**config.mk**
```make
export PLATFORM = sky130hd
export DESIGN_NAME = bist_pattern_ctrl
export DESIGN_NICKNAME = d
export VERILOG_FILES = /design/src/rtl/bist_pattern_ctrl.sv
export SDC_FILE = /design/constraint.sdc
export NUM_CORES = 1
export LEC_CHECK = 0
export CORE_ASPECT_RATIO = 0.75
export CORE_MARGIN = 8
export CORE_UTILIZATION = 40
export CTS_CLUSTER_SIZE = 25
export DETAILED_ROUTE_END_ITERATION = 10
export PLACE_DENSITY = 0.59
export SLEW_MARGIN = 10
export SYNTH_ARGS = -nofsm -noshare
export SYNTH_HDL_FRONTEND = slang
export SYNTH_SLANG_ARGS = --single-unit
```
**constraint.sdc**
```tcl
create_clock -name CK -period 5 [get_ports CK]
set_clock_uncertainty 0.05 [all_clocks]
set_input_delay 1 -clock CK [delete_from_list [all_inputs] [get_ports CK]]
set_output_delay 1 -clock CK [all_outputs]
set_load 0.005 [all_outputs]
```
**src/rtl/bist_pattern_ctrl.sv**
```systemverilog
// bist_pattern_ctrl: LFSR pattern generator + MISR compactor BIST session controller; optional abort input under BIST_ABORT_EN.
module bist_pattern_ctrl #(
  parameter logic [15:0] N_PAT      = 16'd255,
  parameter logic [3:0]  INIT_CYC   = 4'd4,
  parameter logic [15:0] LFSR_SEED  = 16'hACE1,
  parameter logic [15:0] GOLDEN_SIG = 16'h0000
) (
  input  logic        CK,
  input  logic        RST,
  input  logic        start,
`ifdef BIST_ABORT_EN
  input  logic        abort,
`endif
  input  logic [5:0]  resp_in,
  output logic [2:0]  tpg_out,
  output logic        busy,
  output logic        done,
  output logic        pass,
  output logic [15:0] signature
);
  typedef enum logic [2:0] {IDLE, INIT, RUN, DRAIN, DONE} state_t;
  state_t st, nxt;
  logic [15:0] lfsr, misr, pcnt;
  logic [3:0] icnt;
  logic ab, launch, compact;
`ifdef BIST_ABORT_EN
  assign ab = abort;
`else
  assign ab = 1'b0;
`endif
  assign launch = start && (st == DONE || (st == IDLE && !ab));
  // responses lag their pattern by one cycle, so RUN cycle 0 has nothing to compact
  assign compact = !ab && ((st == RUN && pcnt != 16'd0) || st == DRAIN);
  always_comb begin
    nxt = st;
    unique case (st)
      IDLE, DONE: nxt = launch ? INIT : st;
      INIT:       nxt = ab ? IDLE : (icnt == INIT_CYC - 4'd1) ? RUN : INIT;
      RUN:        nxt = ab ? IDLE : (pcnt == N_PAT - 16'd1) ? DRAIN : RUN;
      DRAIN:      nxt = ab ? IDLE : DONE;
      default:    nxt = IDLE;
    endcase
  end
  assign tpg_out   = st == INIT ? 3'b001 : st == RUN ? lfsr[2:0] : 3'b000;
  assign busy      = st == INIT || st == RUN || st == DRAIN;
  assign done      = st == DONE;
  assign pass      = done && misr == GOLDEN_SIG;
  assign signature = misr;
  always_ff @(posedge CK) begin
    if (RST) begin
      st   <= IDLE;
      lfsr <= LFSR_SEED;
      misr <= '0;
      pcnt <= '0;
      icnt <= '0;
    end else begin
      st <= nxt;
      if (launch) begin
        lfsr <= LFSR_SEED;
        misr <= '0;
        pcnt <= '0;
        icnt <= '0;
      end else begin
        if (st == INIT && !ab) icnt <= icnt + 4'd1;
        if (st == RUN && !ab) begin
          lfsr <= {lfsr[14:0], lfsr[15] ^ lfsr[13] ^ lfsr[12] ^ lfsr[10]};
          pcnt <= pcnt + 16'd1;
        end
        if (compact) misr <= {misr[14:0], misr[15] ^ misr[13] ^ misr[12] ^ misr[10]} ^ {10'b0, resp_in};
      end
    end
  end
endmodule

```
==> results of run 1 <==
## power by group through the flow
stage                     Combinational [mW]  Clock (mW)  Sequential (mW)
after global routing                  0.0352       0.264            0.442
after CTS                             0.0323       0.248            0.441
after global placement                0.0325           0            0.451
after floorplan                       0.0184           0            0.451
final                                 0.0315       0.238            0.441
after detailed placement              0.0324           0            0.452
## worst register-to-register path, delay by kind of cell, from the launching register on
family / cells / cell delay [ps]
compound gates: 1 / 140
buf+inv: 1 / 320
flops: 1 / 450
simple gates: 3 / 1480
## routing by layer
metal,part of all wire,wire (um),global-route usage,vias up
li1,-,-,-,998
met1,0.52,2620,0.155,894
met2,0.42,2140,0.171,29
met3,0.048,242,0.0417,5
met4,0.0079,40,0.0401,0
met5,0,0,0,-
## how the worst min path moves through the flow
stage	slack, ps	cells past startpoint	to	startpoint
global placement	390	2	lfsr[4]	lfsr[3]
floorplan	380	2	lfsr[4]	lfsr[3]
detailed placement	400	2	lfsr[12]	lfsr[11]
CTS	410	2	lfsr[8]	lfsr[7]
finish	410	2	lfsr[12]	lfsr[11]
global route	420	2	lfsr[3]	lfsr[3]
## cell usage in the layout (no fill, tap or decap), types with 2 or more instances in the layout
| cell | netlist | layout |
|---|---|---|
| mux2i_1 | 11 | 11 |
| a211oi_1 | 5 | 5 |
| nor3b_1 | 4 | 3 |
| nand3_1 | 13 | 13 |
| nor4_1 | 9 | 9 |
| o21ai_0 | 4 | 4 |
| or4_1 | 4 | 4 |
| clkbuf_8 | 0 | 5 |
| nand2_1 | 43 | 43 |
| nand2b_1 | 4 | 4 |
| nor2_1 | 30 | 30 |
| clkdlybuf4s50_1 | 0 | 30 |
| or3_1 | 3 | 3 |
| a21oi_1 | 19 | 19 |
| xor2_1 | 7 | 7 |
| nand4_1 | 7 | 7 |
| inv_1 | 6 | 6 |
| and2_1 | 4 | 4 |
| dfxtp_1 | 55 | 55 |
| o21a_1 | 2 | 2 |
| ha_1 | 4 | 4 |
| o31ai_1 | 4 | 4 |
| xnor2_1 | 13 | 13 |
| buf_4 | 1 | 2 |
## sequential cells by signal (all words and copies together), names as in the netlist
signal     cells
lfsr          16
pcnt          16
signature     16
icnt           4
st             3
## cell families (layout without fill, tap and decap cells)
family,after synthesis,count (layout),synth area share
compound gates,37,37,0.0928
mux,11,11,0.0461
xor+xnor,21,21,0.0829
buf+inv,21,46,0.0351
fa+ha+maj,4,4,0.0210
flops,55,55,0.461
simple gates,128,128,0.261
## layout make-up
cell class / instances / area share
well taps: 78 / 0.0344
inverters: 6 / 0.00794
repair buffers: 32 / 0.111
flip-flops and latches: 55 / 0.388
clock inverters: 2 / 0.00441
multi-input cells: 201 / 0.428
clock buffers: 6 / 0.0256
==> flow_summary.toml, run 1 <==
[power_and_ir_drop]
power-per-cell-area_nw_per_um2 = 251
maximum_resistive_drop_on_vdd_mv = 0.143
p_total_mw = 0.711
clkPwrFrac = 0.335
comb_power_share = 0.044
p_sw_frac = 0.225
switchingPower_mw = 0.160
leakage_power_figure_nw = 0.953
intPower_mw = 0.551
portion_of_total_power_attributed_to_sequential_cells = 0.621

[clock_network]
clock_tree.htree_level_count = 2
numCtsBuffers = 5
number_of_sinks_on_the_clock_net = 55
cts_tree = "built"
post_cts.resized_instances = 0
ctsRootBufferMaster = "clkbuf_8"
cts-root-to-sink-buffers = 2
cts_hold_repair.buffers = 0
post_cts_buffers = 0
worst_setup_hold_path_clk_slew_ps = 100
clock_insertion_delay_worst_skew_ps = 300

[floorplan]
row_count = 24
die_y_um = 82.9
coreArea_sq_um = 5800
initial_util = 0.412
floorplan.die_area_sq_um = 8720
die-width_um = 105
io-pin-count = 31

[setup_path]
regToRegSetupSlack_ps = 2490
cpLargestDelayFamily = "simple AND/OR/NAND/NOR gates"
rr_endpoint = "pcnt[14]"
criticalPathCategory = "reg -> out"
setup.worst_path.end_class = "output port"
worst-endpoint-arrival_ps = 2200
cell_chain_critical_path = "nor3b_2, nand2_1, inv_1, clkdlybuf4s50_1"
startpoint = "st[1]"
cp.buffers_inverters = 2
critical-path-slowest-cell = "nor3b_2"
ff2ff_path_depth = 5
worstPathMaxFanout = 12
worst-path-stages = 4
worst_setup_path_endpoint = "tpg_out[1]"
cp-start-kind = "register"
worst_path_largest_cell_delay_ps = 670
r2r-start = "st[1]"
critPathRequiredTime_ps = 3950

[cells_and_area]
fin_cells = 380
diodes = 0
final_util = 0.489
finalInstanceArea_sq_um = 2840
proportion_of_layout_cells_with_a_drive_suffix_above_1 = 0.0430
fin_nets = 314
layout.area.seq_sq_um = 1100
multi_input_comb_area_sq_um = 1210
area_growth_pct = 18.8
fillCellCount = 568

[sta]
fin_crit_ps = 3250
rsz0062_at_grt = "false"
maxSlewHeadroom = 0.320
timing.final.crit_share = 0.650
final_slew_violations = 0
tns_setup_ps = 0
setup_viol = 0
fmaxAchievable_mhz = 308
hold-worst-slack_ps = 408
slew_at_the_pin_with_the_worst_max_slew_slack_ps = 1020
postLayoutSetupSlackWorst_ps = 1750
timing_hold_violations_final = 0

[synthesis]
ys.warnings.count = 0
synth-seq-cells = 55
number_of_distinct_library_cell_variants_in_the_gate_level_netlist_after_synthesis = 36
synth-edff-count = 0
syn-num-nets = 290
synth_top_cells_by_count = "55 x dfxtp_1, 43 x nand2_1, 30 x nor2_1, 19 x a21oi_1"
ys_seq_area_frac = 0.461
netlist.area_leader.share = 0.461
yosysTopAreaCell = "dfxtp_1"
syn-cell-area_sq_um = 2390
synthMostInstantiatedCell = "dfxtp_1"
synthFlopType = "dfxtp_1"
synth_area_per_cell_sq_um = 8.61
synthTopCellsByArea = "dfxtp_1 46%, nand2_1 6.8%, xnor2_1 4.8%, nor2_1 4.7%, mux2i_1 4.6%"
number_of_standard_cells_after_synthesis = 277
async_flop_share = 0

[route]
detail_route.vias_per_cell = 5.07
drtIter0Drc = 87
post_drt_wl_per_cell_um = 13.3
dr_total_vias = 1926
dr.pass1.iters = 4
wire_length_after_detailed_routing_um = 5040
drt_drc_violations_left = 0
drtAntennaViolNets = 0

[grt]
antenna_found_initial = 0
grt_remaining_overflow = 0
number_of_global_route_vias_before_repair = 1887
grt_first_pass_wirelength_um = 8670
grt_max_degree = 42
globalRouteTotalUtil = 0.117

[place]
routabilityCongestion = 0.749
placement_setup_slack_ps = 2100
buffer_ports.inserted = 30
final_hpwl_dp_um = 3450
placedCellCount = 372
placedInstanceArea_sq_um = 2750

[run_status]
status = "completed"

[hold_path]
min_path_type = "reg -> reg"

[job]
timing.max_cap.violations = 0
No activity file was read; power rests on OpenSTA's default activity.
==> inputs of run 2 (changes only) <==
--- a/config.mk
+++ b/config.mk
@@ -10,7 +10,7 @@
 export CORE_UTILIZATION = 40
 export CTS_CLUSTER_SIZE = 25
 export DETAILED_ROUTE_END_ITERATION = 10
-export PLACE_DENSITY = 0.59
+export PLACE_DENSITY = 0.61
 export SLEW_MARGIN = 10
 export SYNTH_ARGS = -nofsm -noshare
 export SYNTH_HDL_FRONTEND = slang
==> constraint.sdc (replaced) <==
create_clock -name CK -period 2.91 [get_ports CK]
set_clock_uncertainty 0.05 [all_clocks]
set_input_delay 0.582 -clock CK [delete_from_list [all_inputs] [get_ports CK]]
set_output_delay 0.582 -clock CK [all_outputs]
set_load 0.005 [all_outputs]
==> flow_summary.toml, run 2 (synthesis gave the netlist of run 1 again) <==
[run_status]
status = "completed"

[floorplan]
die-width_um = 105
io-pin-count = 31
row_count = 24
initial_util = 0.412
coreArea_sq_um = 5800
floorplan.die_area_sq_um = 8720
die_y_um = 82.9

[route]
drtIter0Drc = 63
met1_length_um = 2530
dr_total_vias = 1926
wire_length_after_detailed_routing_um = 4920
detailroute.wirelength.met3_um = 336
post_drt_wl_per_cell_um = 12.8
uppermost_routed_layer = "met4"
drtAntennaViolNets = 0
route.met2.wl_um = 2030
detail_route.vias_per_cell = 5.02
dr.pass1.iters = 4
drt_drc_violations_left = 0

[sta]
final_slew_violations = 0
timing_hold_violations_final = 0
maxSlewHeadroom = 0.623
setup_viol = 0
tns_setup_ps = 0
slew_at_the_pin_with_the_worst_max_slew_slack_ps = 560
hold-worst-slack_ps = 410
fmaxAchievable_mhz = 380
rsz0062_at_grt = "false"
timing.final.crit_share = 0.904
fin_crit_ps = 2630

[clock_network]
number_of_sinks_on_the_clock_net = 55
cts_hold_repair.buffers = 0
clock_tree.htree_level_count = 2
clock_insertion_delay_worst_skew_ps = 310
cts-root-to-sink-buffers = 2
cts_tree = "built"
numCtsBuffers = 5
worst_setup_hold_path_clk_slew_ps = 100
post_cts_buffers = 0
ctsRootBufferMaster = "clkbuf_8"
post_cts.resized_instances = 0

[grt]
grt_remaining_overflow = 0
grt_first_pass_wirelength_um = 8760
number_of_global_route_vias_before_repair = 1871
grt_max_degree = 29
globalRouteTotalUtil = 0.119
antenna_found_initial = 0

[setup_path]
critPathRequiredTime_ps = 2280
worstPathMaxFanout = 8
startpoint = "st[1]"
worst-endpoint-arrival_ps = 2000
setup.worst_path.end_class = "output port"
regToRegSetupSlack_ps = 680
cp-start-kind = "register"
r2r-start = "st[1]"
criticalPathCategory = "reg -> out"

[hold_path]
min_path_type = "reg -> reg"
worst_hold_startpoint = "lfsr[3]"

[cells_and_area]
area_growth_pct = 20.7
proportion_of_layout_cells_with_a_drive_suffix_above_1 = 0.0588
commonest_cells_after_routing_fill_and_taps_aside = "55 x dfxtp_1, 43 x nand2_1, 30 x nor2_1, 30 x clkdlybuf4s50_1, 19 x a21oi_1"
fillCellCount = 576
fin_nets = 318
diodes = 0
layout.cells.most_common = "dfxtp_1"
multi_input_comb_area_sq_um = 1210
final_util = 0.497
layout.area.seq_sq_um = 1100
finalInstanceArea_sq_um = 2880

[place]
placedInstanceArea_sq_um = 2790
buffer_ports.inserted = 30
final_hpwl_dp_um = 3500
routabilityCongestion = 0.758

[power_and_ir_drop]
maximum_resistive_drop_on_vdd_mv = 0.196
leakage_power_figure_nw = 0.986
power-per-cell-area_nw_per_um2 = 432

[job]
timing.max_cap.violations = 0
==> run 2: per-stage QoR <==
| step | worst slack (ps) | instances | total power [mW] |
|---|---|---|---|
| after floorplan | 887 | 277 | 0.806 |
| after global placement | 657 | 376 | 0.838 |
| after detailed placement | 621 | 376 | 0.839 |
| after CTS | 264 | 384 | 1.26 |
| after global routing | 124 | 384 | 1.30 |
| final | 281 | 384 | 1.25 |
==> run 2: path summary, 6_finish.rpt <==
kind,endpoint,depth (start not counted)
setup / recovery,tpg_out[0],4
hold / removal,lfsr[4],2
hold reg to reg,lfsr[4],2
setup reg to reg,pcnt[15],4
==> run 2: power breakdown <==
group	total [mW]	internal [mW]	leakage [nW]	switching, mW
Clock	0.425	0.170	0.0483	0.255
Sequential	0.758	0.755	0.444	0.00371
Combinational	0.0619	0.0307	0.494	0.0312
Total	1.25	0.955	0.986	0.290
==> run 2: layout make-up <==
class,instances,area share
repair buffers,36,0.124
multi-input cells,201,0.421
flip-flops and latches,55,0.382
well taps,78,0.0339
clock inverters,3,0.00652
clock buffers,5,0.0239
inverters,6,0.00782
==> run 2: worst max-delay path, stage by stage, from the launching register on <==
cell	delay [ps]
dfxtp_1	440
nor3b_2	460
nand2_1	180
nand2b_1	100
clkdlybuf4s50_1	500
==> run 2: metal layers <==
metal / GRT usage / up-vias
met3: 0.0571 / 4
met4: 0.0233 / 0
li1: - / 1010
met5: 0 / -
met2: 0.173 / 35
met1: 0.155 / 877
